**config.mk**
```make
export PLATFORM = sky130hd
export DESIGN_NAME = serial_rx_a
export DESIGN_NICKNAME = d
export VERILOG_FILES = /design/src/rtl/serial_rx_a_pkg.sv /design/src/rtl/sync2_a.sv /design/src/rtl/serial_rx_a.sv
export SDC_FILE = /design/constraint.sdc
export NUM_CORES = 1
export LEC_CHECK = 0
export BUFFER_PORTS_ARGS = -buffer_cell sky130_fd_sc_hd__buf_2
export CAP_MARGIN = 15
export CORE_ASPECT_RATIO = 1.5
export CORE_UTILIZATION = 54
export CTS_BUF_LIST = sky130_fd_sc_hd__clkbuf_2
export DETAILED_ROUTE_END_ITERATION = 7
export PLACE_DENSITY = 0.8
export SYNTH_ARGS = -nofsm -noshare
export SYNTH_HDL_FRONTEND = slang
export SYNTH_SLANG_ARGS = --single-unit
```
**constraint.sdc**
```tcl
create_clock -name clk -period 1.75 [get_ports clk]
set_input_delay 0.2625 -clock clk [delete_from_list [all_inputs] [get_ports clk]]
set_output_delay 0.2625 -clock clk [all_outputs]
set_load 0.01 [all_outputs]
```
**src/rtl/serial_rx_a_pkg.sv**
```systemverilog
// Shared definitions for the serial receive path.
// State encoding and default frame geometry.
package serial_rx_a_pkg;

  localparam int DEF_DATA_W       = 8;
  localparam int DEF_CLKS_PER_BIT = 4;

  typedef logic [2:0] state_t;

  localparam state_t ST_IDLE  = 3'd0;
  localparam state_t ST_START = 3'd1;
  localparam state_t ST_DATA  = 3'd2;
  localparam state_t ST_STOP  = 3'd3;
  localparam state_t ST_BREAK = 3'd4;

endpackage

```
**src/rtl/sync2_a.sv**
```systemverilog
// Two-flop synchronizer for a single asynchronous input.
// Both stages load RST_VAL while reset is low.
module sync2_a #(
  parameter logic RST_VAL = 1'b1
) (
  input  logic clk,
  input  logic reset,
  input  logic d,
  output logic q
);

  logic meta;

  always_ff @(posedge clk or negedge reset) begin
    if (!reset) begin
      meta <= RST_VAL;
      q    <= RST_VAL;
    end else begin
      meta <= d;
      q    <= meta;
    end
  end

endmodule

```
**src/rtl/serial_rx_a.sv**
```systemverilog
// Serial frame receiver: start, DATA_W bits LSB first, stop.
// Emits a one-cycle valid or frame_err strobe per frame.
module serial_rx_a
  import serial_rx_a_pkg::*;
#(
  parameter int DATA_W       = DEF_DATA_W,
  parameter int CLKS_PER_BIT = DEF_CLKS_PER_BIT
) (
  input  logic              clk,
  input  logic              reset,
  input  logic              rxd,
  output logic [DATA_W-1:0] data,
  output logic              valid,
  output logic              frame_err,
  output logic              busy
);

  localparam int CW = $clog2(CLKS_PER_BIT);
  localparam int BW = (DATA_W > 1) ? $clog2(DATA_W) : 1;

  localparam logic [CW-1:0] MID  = CW'(CLKS_PER_BIT/2 - 1);
  localparam logic [CW-1:0] LAST = CW'(CLKS_PER_BIT - 1);
  localparam logic [BW-1:0] TOP  = BW'(DATA_W - 1);

  state_t            state;
  logic [CW-1:0]     cnt;
  logic [BW-1:0]     bit_cnt;
  logic [DATA_W-1:0] shift;
  logic [DATA_W-1:0] sh_next;
  logic              rx_s;

  sync2_a #(
    .RST_VAL(1'b1)
  ) u_sync (
    .clk  (clk),
    .reset(reset),
    .d    (rxd),
    .q    (rx_s)
  );

  // New sample enters at the MSB so the first bit lands in bit 0
  if (DATA_W == 1) begin : g_sh1
    assign sh_next = rx_s;
  end else begin : g_shn
    assign sh_next = {rx_s, shift[DATA_W-1:1]};
  end

  always_ff @(posedge clk or negedge reset) begin
    if (!reset) begin
      state     <= ST_IDLE;
      cnt       <= '0;
      bit_cnt   <= '0;
      shift     <= '0;
      data      <= '0;
      valid     <= 1'b0;
      frame_err <= 1'b0;
      busy      <= 1'b0;
    end else begin
      valid     <= 1'b0;
      frame_err <= 1'b0;
      unique case (state)
        ST_IDLE: begin
          cnt <= '0;
          if (!rx_s) begin
            state <= ST_START;
            busy  <= 1'b1;
          end
        end
        ST_START: begin
          if (cnt == MID) begin
            cnt <= '0;
            if (!rx_s) begin
              state   <= ST_DATA;
              bit_cnt <= '0;
            end else begin
              state <= ST_IDLE;
              busy  <= 1'b0;
            end
          end else begin
            cnt <= cnt + 1'b1;
          end
        end
        ST_DATA: begin
          if (cnt == LAST) begin
            cnt   <= '0;
            shift <= sh_next;
            if (bit_cnt == TOP) begin
              state <= ST_STOP;
            end else begin
              bit_cnt <= bit_cnt + 1'b1;
            end
          end else begin
            cnt <= cnt + 1'b1;
          end
        end
        ST_STOP: begin
          if (cnt == LAST) begin
            cnt <= '0;
            if (rx_s) begin
              data  <= shift;
              valid <= 1'b1;
              state <= ST_IDLE;
              busy  <= 1'b0;
            end else begin
              frame_err <= 1'b1;
              state     <= ST_BREAK;
            end
          end else begin
            cnt <= cnt + 1'b1;
          end
        end
        // Held-low line: one error only, wait for the line to recover
        ST_BREAK: begin
          cnt <= '0;
          if (rx_s) begin
            state <= ST_IDLE;
            busy  <= 1'b0;
          end
        end
        default: begin
          state <= ST_IDLE;
          cnt   <= '0;
          busy  <= 1'b0;
        end
      endcase
    end
  end

endmodule
```
=== After elaboration in Yosys (flattened, before gate mapping) ===
Index checks and enable logic that the tools add are counted.
W data, S select, Z words.

* Add/sub/neg operators: 2
* Eq/ne operators: 15
* Multiplexer cells: 28
* Bitwise gates (word level): 1
* Reductions and logical operators: 8

{| class="wikitable"
|+ Operators by type and width
! cell !! count
|-
| $mux W3 || 11
|-
| $pmux W3 S5 || 1
|-
| $ne A2 B2 Y1 const B || 7
|-
| $mux W1 || 10
|-
| $eq A3 B2 Y1 const B || 2
|-
| $eq A3 B3 Y1 const B || 2
|-
| $mux W2 || 3
|-
| $pmux W3 S2 || 1
|-
| $reduce_and A6 Y1 || 1
|-
| $pmux W1 S5 || 1
|-
| $reduce_and A5 Y1 || 1
|-
| $pmux W2 S2 || 1
|-
| $reduce_and A4 Y1 || 1
|-
| $add A3 B1 Y3 const B || 1
|-
| $eq A3 B1 Y1 const B || 1
|-
| $logic_not A3 Y1 || 1
|-
| $reduce_and A3 Y1 || 1
|-
| $add A2 B1 Y2 const B || 1
|-
| $eq A2 B1 Y1 const B || 1
|-
| $eq A2 B2 Y1 const B || 1
|-
| $ne A2 B1 Y1 const B || 1
|-
| $reduce_and A2 Y1 || 1
|-
| $reduce_bool A2 Y1 || 1
|-
| $reduce_or A2 Y1 || 1
|-
| $not A1 Y1 || 1
|}

* Flip-flop bits (word level): 29
* Bits of input ports: 3
* Output and inout port bits: 11
* Word-level logic and storage cells: 64

=== Logic depth before layout (Yosys ltp) ===
Gate-level depths: netlist of the first run.

* Word-level depth: 4
* Gate-level depth with buffers: 5
* Mapped depth without buffers: 5

=== Cells and area by module ===
From an unflattened synthesis of the first run, not the netlist that was laid out.

* Cell total of the unflattened synthesis: 96
* Area total of the unflattened synthesis: 1286.2 um^2

{| class="wikitable"
|+ Modules (own cells, without submodules)
! module !! instances !! cells each !! area an instance (um^2) !! sequential area each (um^2)
|-
| serial_rx_a || 1 || 94 || 1233.7 || 675.6
|-
| sync2_a || 1 || 2 || 52.6 || 52.6
|}

=== Worst setup path after synthesis of the first run ===
Ideal clock, no wire load.

* Kind: reg2reg
* From: reg bit_cnt[0]
* To: reg bit_cnt[1]
* Setup time: 0.128 ns
* Arrival: 1.618 ns
* Data required time: 1.622 ns
* Slack: 0.004 ns
* Stages on the path, launching flop included: 6
* Buffers on the path: 0
* Period minus slack after synthesis: 1.746 ns
* Cell sequence: dfrtp_1 ha_1 ha_1 nand4bb_2 a211oi_2 mux2_1

* Word-level cells in the longest chain between the ends: 4
* Elaborated cells on any way between the ends: 7
* Classes of those cells: 1 x add/sub; 2 x eq/ne; 3 x mux; 1 x reduce/logical

{| class="wikitable"
|+ Ends and longest elaborated chain
! element !! RTL line !! text
|-
| start: declaration || serial_rx_a.sv:27 || <nowiki>logic [BW-1:0] bit_cnt;</nowiki>
|-
| start signal: assignment || serial_rx_a.sv:90 || <nowiki>bit_cnt <= bit_cnt + 1'b1;</nowiki>
|-
| $add A3 B1 Y3 || serial_rx_a.sv:90 ||
|-
| $mux W3 || serial_rx_a.sv:87 || <nowiki>if (bit_cnt == TOP) begin</nowiki>
|-
| $mux W3 || serial_rx_a.sv:84 || <nowiki>if (cnt == LAST) begin</nowiki>
|-
| $pmux W3 S2 || serial_rx_a.sv:61 || <nowiki>unique case (state)</nowiki>
|}

Several ways; a longest one is shown, not always the timed one. The select of a mux whose other input is x is not followed.
A chain may end at the register's enable or synchronous reset.

=== Worst setup path in the final report of the first run ===
Same ends and word-level chain as after synthesis.

==> reports/metrics.cfg, run 1 <==
[run_status]
status=finished clean

[setup_path]
start_kind=flip-flop
cpPeakStageDelay_ns=0.41
crit_family=flip-flops
crit_slowest_cell=dfrtp_1
crit_path_end_kind=flip-flop
crit_type=reg2reg
cp_max_fo=3
r2r_cells=5
reg2reg_slack_ns=0.03
worstPathCellList=ha_2 -> ha_4 -> nand4bb_4 -> a211oi_4 -> mux2_4
crit_buf_inv=0
required_ns=2.01
cp.depth=5
cp_data_arrival_time_ns=1.97

[synth]
synth_most_common_cell=dfrtp_1
netlist.top_cell.by_area=dfrtp_1
yosysWarnings=0
syn_inst=96
synth.area.top_cells=dfrtp_1 (52%), mux2_2 (15%), ha_1 (4.8%)
yosysSeqAreaShare_pct=56.2
syn-mean-instance-area_um2=13.5
synth_area_um2=1290
synth_edf_count=0
synth_ff_type=dfrtp_1
synth.net_count=104
synth_cell_type_count=29
synth_commonest_cells=dfrtp_1 (27), mux2_2 (17), inv_1 (7), nor2_1 (6), ha_1 (5)
ys_ff_latch=29
async_reset_ff_share_pct=100
synth_top_area_share_pct=52.2

[routing]
drc_errors=0
ant_nets=0
drt-pass1-iter-count=4
drt_iter0_drc=16
vias=807
totalWireLength_um=2260
wl_per_cell_um=15.2
routed_via_density=5.45

[timing]
worst_slew_pin_slew_ns=0.627
hold_slack_ns=0.378
fin_worst_skew_ns=0.0207
setup_viol=0
hold_violations=0
fin_crit_ns=1.72
report.final.slew_viol_count=0
fmax_ghz=0.582
fin_crit_sh_pct=98.2
rsz0062_at_grt=yes
max_slew_margin_pct=58.2

[global_routing]
grt_max_degree=30
grt_overflow_total=0
grt_pass1_vias=851
grt_pass1_wl_um=3820
grtUsageTotal_pct=21.0
antenna_found_initial=0

[cells_and_area]
nets=132
antenna_cells=0
multiInputGateArea_um2=548
utilization_pct=68.0
fillerInstances=169
finalNonFillerCells=148
drive_gt1_share_pct=49.6
synthToLayoutAreaGrowth_pct=18.6
regArea_um2=728

[clock_network]
path_clk_slew_ns=0.15
cts_made_buffers=5
cts_tree=built
clock-sinks=29
clockBufferDepth=2
cts_htree_levels=2
cts_root_buffer=clkbuf_2
clk_latency_ns=0.37

[power]
p_leak_nw=0.790
ir_drop_mv=0.697
power.density_nw_per_um2=1250
total_power_w=0.00192

[hold_path]
hold_path_class=reg2reg
whs_path_depth=0

[floorplanning]
die_width_um=42.0
die-area_um2=2600
num_io_pins=14
row_count=21
start_util_pct=57.3
coreArea_um2=2260
die_h_um=62.0

[job]
maxCapViolCount=0

[placement]
dp_hpwl_um=1560
port_buffers=13
gp_congestion=0.707
dp_cells=137

## kinds of logic (layout without fill, tap and decap cells)
logic type,count (synthesis),in the layout,synth area share [%]
adders and majority gates,6,6,5.60
and+or+nand+nor,23,23,11.8
DFF,29,29,56.2
muxes,19,19,16.5
buffers and inverters,10,39,4.64
AOI/OAI and AO/OA,9,9,5.22
## metrics by stage
stage	cell area (µm²)	setup WS (ns)	TNS, ns
after floorplan	1290	0.00397	0
after global placement	1430	0.0110	0
after detailed placement	1430	-0.0665	-0.129
after CTS	1520	0.00569	0
after global routing	1540	-0.0404	-0.0736
final	1540	0.0322	0
## state kept, by name, indices dropped and copies added (netlist names)
| register | flops |
|---|---|
| cnt | 2 |
| state | 3 |
| bit_cnt | 3 |
| valid | 1 |
| frame_err | 1 |
| u_sync.q | 1 |
| u_sync.meta | 1 |
| busy | 1 |
| shift | 8 |
| data | 8 |
## cells in the final DEF (no fill, tap or decap), drive strengths merged, types with 2 or more instances in the layout
| cell | instances |
|---|---|
| clkinv | 2 |
| nand3 | 2 |
| a21oi | 2 |
| nand2 | 4 |
| inv | 7 |
| nor3 | 2 |
| clkbuf | 6 |
| ha | 5 |
| dlygate4sd3 | 2 |
| and3 | 2 |
| dfrtp | 27 |
| mux2 | 19 |
| nor2 | 6 |
| dfstp | 2 |
| buf | 22 |
## metal layers
layer / vias up / global-route usage [%] / share of wire [%]
met3: 8 / 7.80 / 4.0
li1: 387 / - / -
met5: - / 0 / 0
met4: 0 / 12.9 / 3.1
met2: 19 / 36.4 / 53
met1: 393 / 22.0 / 40
## final timing paths
path	from	end
worst max-delay path	bit_cnt[0]	bit_cnt[1]
worst min-delay path	u_sync.meta	u_sync.q
worst max register to register	bit_cnt[0]	bit_cnt[1]
worst min register to register	u_sync.meta	u_sync.q
max in group asynchronous	reset	data[6]
min in group asynchronous	reset	data[7]
## cell type report
type / instances / area share (%)
Multi-Input combinational cell: 57 / 35.7
Tap cell: 23 / 1.87
Clock buffer: 6 / 1.95
Inverter: 7 / 1.71
Clock inverter: 2 / 0.651
Sequential cell: 29 / 47.4
Timing Repair Buffer: 24 / 10.7
## power by group
| group | switching (W) | internal (W) |
|---|---|---|
| Sequential | 0.0000912 | 0.000795 |
| Clock | 0.000227 | 0.000100 |
| Combinational | 0.000346 | 0.000361 |
| Total | 0.000663 | 0.00126 |
## what timing repair did
item                       CTS  global route
gates cloned                 0             0
pin swaps                    1             2
buffers inserted             1             0
hold endpoints to repair    28             0
setup endpoints to repair    2             2
hold buffers                 2             0
gates resized for setup      5             2
Power figures use the tool's default switching activity.
==> run 2: changes to the inputs <==
Settings changed: PLACE_DENSITY 0.8 to 0.84.
==> reports/metrics.cfg, run 2 (synthesis results as in run 1) <==
[routing]
ant_nets=0
routed_via_density=5.50
wl_per_cell_um=14.4
drt-pass1-iter-count=4
drc_errors=0
drt_iter0_drc=17
vias=825
totalWireLength_um=2170

[power]
power.density_nw_per_um2=1240
ir_drop_mv=0.814
pwr-share-seq_pct=46.5
combPwrFrac_pct=38.3
p_int_w=0.00127
clockPowerShare_pct=15.3
p_leak_nw=0.793
switching_share_pct=34.2
total_power_w=0.00193
p_switching_w=0.000660

[setup_path]
start_kind=flip-flop
cpPeakStageDelay_ns=0.41
cp_data_arrival_time_ns=1.96
crit_path_end_kind=flip-flop
crit_type=reg2reg
crit_buf_inv=0
crit_family=flip-flops
cp_max_fo=3
worstPathCellList=ha_2 -> ha_4 -> nand4bb_4 -> a211oi_4 -> mux2_4
crit_slowest_cell=dfrtp_1
required_ns=1.98

[run_status]
status=finished clean

[timing]
fin_crit_ns=1.73
rsz0062_at_grt=yes
worst_slew_pin_slew_ns=0.612
report.final.slew_viol_count=0
fin_crit_sh_pct=99.1
fmax_ghz=0.577
fin_setup_tns_ns=0
fin_worst_skew_ns=0.0172
max_slew_margin_pct=59.2
hold_violations=0
setup_viol=0
fin_ws_ns=0.0163

[cells_and_area]
fillerInstances=157
synthToLayoutAreaGrowth_pct=19.6
layout.cells.most_common=dfrtp_1
final_area_um2=1550
drive_gt1_share_pct=49.6
antenna_cells=0
finalNonFillerCells=150
top_regs=data x8, shift x8
nets=135
layout_common_cells=dfrtp_1 (27), mux2_2 (17), buf_2 (13)

[floorplanning]
num_io_pins=14
coreArea_um2=2260
start_util_pct=57.3
die_h_um=62.0
die_width_um=42.0
die-area_um2=2600
row_count=21

[placement]
post-place-ws_ns=-0.0763
dp_cells=137
dp_hpwl_um=1540
gp_congestion=0.735
placed_area_um2=1420
port_buffers=13

[global_routing]
grt_pass1_vias=850
antenna_found_initial=0
grt_max_degree=30
grt_use_met1_pct=22.1
grtUsageMet3_pct=8.67
grt_util_met2_pct=31.5
grt_overflow_total=0
grt_pass1_wl_um=3720
grtUsageTotal_pct=20.2
grt_busiest_layer=met2

[clock_network]
clk_latency_ns=0.35
clockBufferDepth=2
clock-sinks=29
cts_htree_levels=2
cts_tree=built
path_clk_slew_ns=0.11
cts_made_buffers=5
cts_root_buffer=clkbuf_2

[hold_path]
hold_path_class=reg2reg

[job]
maxCapViolCount=0

[run 2: layout make-up]
type | count | area (µm²) | share of cell area [%]
clock buffer | 6 | 30.0 | 1.94
clock inverter | 1 | 3.75 | 0.242
sequential | 29 | 728 | 47.0
tap | 23 | 28.8 | 1.86
inverter | 7 | 26.3 | 1.70
multi-input combinational | 57 | 557 | 35.9
timing repair buffer | 27 | 175 | 11.3
[run 2: power by group through the flow]
stage	combinational, W	sequential [W]	clock (W)
final	0.000737	0.000896	0.000294
after global routing	0.000819	0.000917	0.000334
after CTS	0.000686	0.000896	0.000310
after detailed placement	0.000632	0.000909	0
after global placement	0.000594	0.000895	0
after floorplan	0.000458	0.000899	0
[run 2: path summary, 6_finish.rpt]
check                             from    endpoint  slack, ns  depth (start not counted)
max                         bit_cnt[1]  bit_cnt[1]       0.02                          5
min                        u_sync.meta    u_sync.q       0.37                          0
max reg2reg                 bit_cnt[1]  bit_cnt[1]       0.02                          5
min reg2reg                u_sync.meta    u_sync.q       0.37                          0
max in group asynchronous        reset    shift[6]       0.90                          2
min in group asynchronous        reset  bit_cnt[2]       0.43                          2
[run 2: what timing repair did]
item	CTS	global route
hold buffers	2	0
setup endpoints to repair	2	11
gates resized for setup	6	2
pin swaps	1	4
hold endpoints to repair	28	0
setup buffers	0	4
[run 2: stage by stage]
step           utilization, %  hold slack, ns
2_1_floorplan               -         -0.0331
3_3_place_gp             62.6           0.302
3_5_place_dp             62.6           0.315
4_1_cts                  66.4           0.369
5_1_grt                  68.5           0.375
6_report                 68.5           0.365
[run 2: routing by layer]
metal  part of all wire, %  up-vias
li1                      -      398
met1                    41      398
met2                    50       19
met3                   4.8       10
met4                   3.5        0
met5                     0        -
==> run 3: changes to the inputs <==
Settings changed: SYNTH_HIERARCHICAL from default to 1.
==> reports/metrics.cfg, run 3 <==
[run_status]
status=finished clean

[routing]
drc_errors=0
drt_iter0_drc=15
wl_met1_um=859
drt-pass1-iter-count=3
routed_via_density=5.47
wl_met3_um=65
wl_per_cell_um=14.9
ant_nets=0
top_layer=met4
route.met2.wl_um=1180
vias=793
totalWireLength_um=2170

[synth]
synth_area_um2=1290
syn_inst=96
synth_cell_type_count=27
synth_ff_type=dfrtp_1
syn-mean-instance-area_um2=13.4
async_reset_ff_share_pct=100
synth_top_area_share_pct=52.5
synth_commonest_cells=dfrtp_1 (27), mux2_1 (17), inv_1 (9), ha_1 (5), nand2_1 (5)
ys_ff_latch=29
synth_edf_count=0
yosysWarnings=6
netlist.top_cell.by_area=dfrtp_1
yosysSeqAreaShare_pct=56.6
synth_most_common_cell=dfrtp_1
synth.net_count=104
synth.area.top_cells=dfrtp_1 (53%), mux2_1 (15%), ha_1 (4.9%)

[cells_and_area]
fillerInstances=148
final_area_um2=1540
top_regs=data x8, shift x8
layout.cells.most_common=dfrtp_1
nets=129
antenna_cells=0
drive_gt1_share_pct=33.6
synthToLayoutAreaGrowth_pct=19.6
layout_common_cells=dfrtp_1 (27), mux2_1 (16), buf_2 (13)

[floorplanning]
row_count=21
die_h_um=61.8
num_io_pins=14
die_width_um=41.9
coreArea_um2=2230
die-area_um2=2590
start_util_pct=57.6

[timing]
fmax_ghz=0.598
report.final.slew_viol_count=0
setup_viol=0
max_slew_margin_pct=58.7
fin_crit_sh_pct=95.6
fin_worst_skew_ns=0.0143
fin_crit_ns=1.67
worst_slew_pin_slew_ns=0.620
hold_violations=0
rsz0062_at_grt=no

[clock_network]
cts_tree=built
clock-sinks=29
cts_made_buffers=5
cts_htree_levels=2
clk_latency_ns=0.38
clockBufferDepth=2
cts_root_buffer=clkbuf_2
path_clk_slew_ns=0.15

[global_routing]
antenna_found_initial=0
grt_pass1_vias=804
grt_max_degree=30
grt_pass1_wl_um=3510
grt_overflow_total=0
grtUsageTotal_pct=19.4

[setup_path]
required_ns=2.03
cp_data_arrival_time_ns=1.95
start_kind=flip-flop
r2r_cells=5
crit_type=reg2reg
crit_path_end_kind=flip-flop
cp_max_fo=2

[placement]
port_buffers=13
gp_congestion=0.715
dp_hpwl_um=1520
placed_area_um2=1400

[job]
maxCapViolCount=0

[hold_path]
hold_path_class=reg2reg
whs_path_depth=0

[power]
power.density_nw_per_um2=1310
total_power_w=0.00201
ir_drop_mv=1.37
p_leak_nw=0.780

==> run 3: cell families (layout without fill, tap and decap cells) <==
kind of cell    count (synthesis)  after routing  share of synthesized area [%]
flops                          29             29                           56.6
compound gates                  8              8                           5.06
mux                            21             21                           18.2
buf+inv                        13             39                           4.67
fa+ha+maj                       6              6                           5.64
simple gates                   19             19                           9.82
==> run 3: final cells by class <==
cell class | instances | area, µm² | area share, %
clock buffers | 5 | 25.0 | 1.63
clock inverters | 3 | 46.3 | 3.01
inverters | 9 | 33.8 | 2.20
multi-input cells | 54 | 538 | 35.0
flip-flops and latches | 29 | 728 | 47.4
well taps | 23 | 28.8 | 1.87
repair buffers | 22 | 138 | 8.95
==> run 3: critical path: stages, from the launching register on <==
cell and delay (ns):
dfrtp_1 0.42, ha_2 0.19, ha_2 0.17, nand4bb_4 0.20
a211oi_4 0.28, mux2_4 0.32
==> run 3: worst paths after layout <==
check                                   to  slack [ns]        start
worst max-delay path            bit_cnt[0]        0.08   bit_cnt[0]
worst max register to register  bit_cnt[0]        0.08   bit_cnt[0]
max in group asynchronous         shift[5]        0.93        reset
worst min-delay path              u_sync/q        0.36  u_sync/meta
min in group asynchronous       bit_cnt[2]        0.41        reset
worst min register to register    u_sync/q        0.36  u_sync/meta
==> run 3: layer usage <==
metal	track usage, %	up-vias
li1	-	378
met1	20.4	396
met2	33.9	13
met3	6.07	6
met4	12.4	0
met5	0	-
==> run 3: through the flow <==
stage	hold WS (ns)	worst slack [ns]	setup TNS [ns]	util [%]	std cells
after global placement	0.306	0.0661	0	62.6	134
after detailed placement	0.320	-0.0140	-0.0140	62.6	134
after CTS	0.361	-0.00798	-0.00798	67.2	145
final	0.361	0.0770	0	68.9	145
after global routing	0.370	0.0169	0	68.9	145
after floorplan	-0.0331	0.0363	0	-	96
==> run 3: what timing repair did <==
action / CTS / global route
endpoints found under the setup margin: 4 / 11
hold endpoints to repair: 28 / 0
hold buffers: 2 / 0
setup buffers: 1 / 0
gates resized for setup: 1 / 6
pin swaps: 0 / 2
==> run 3: power breakdown <==
part           switching (W)  internal (W)
Sequential          0.000107      0.000784
Clock               0.000251      0.000244
Combinational       0.000297      0.000331
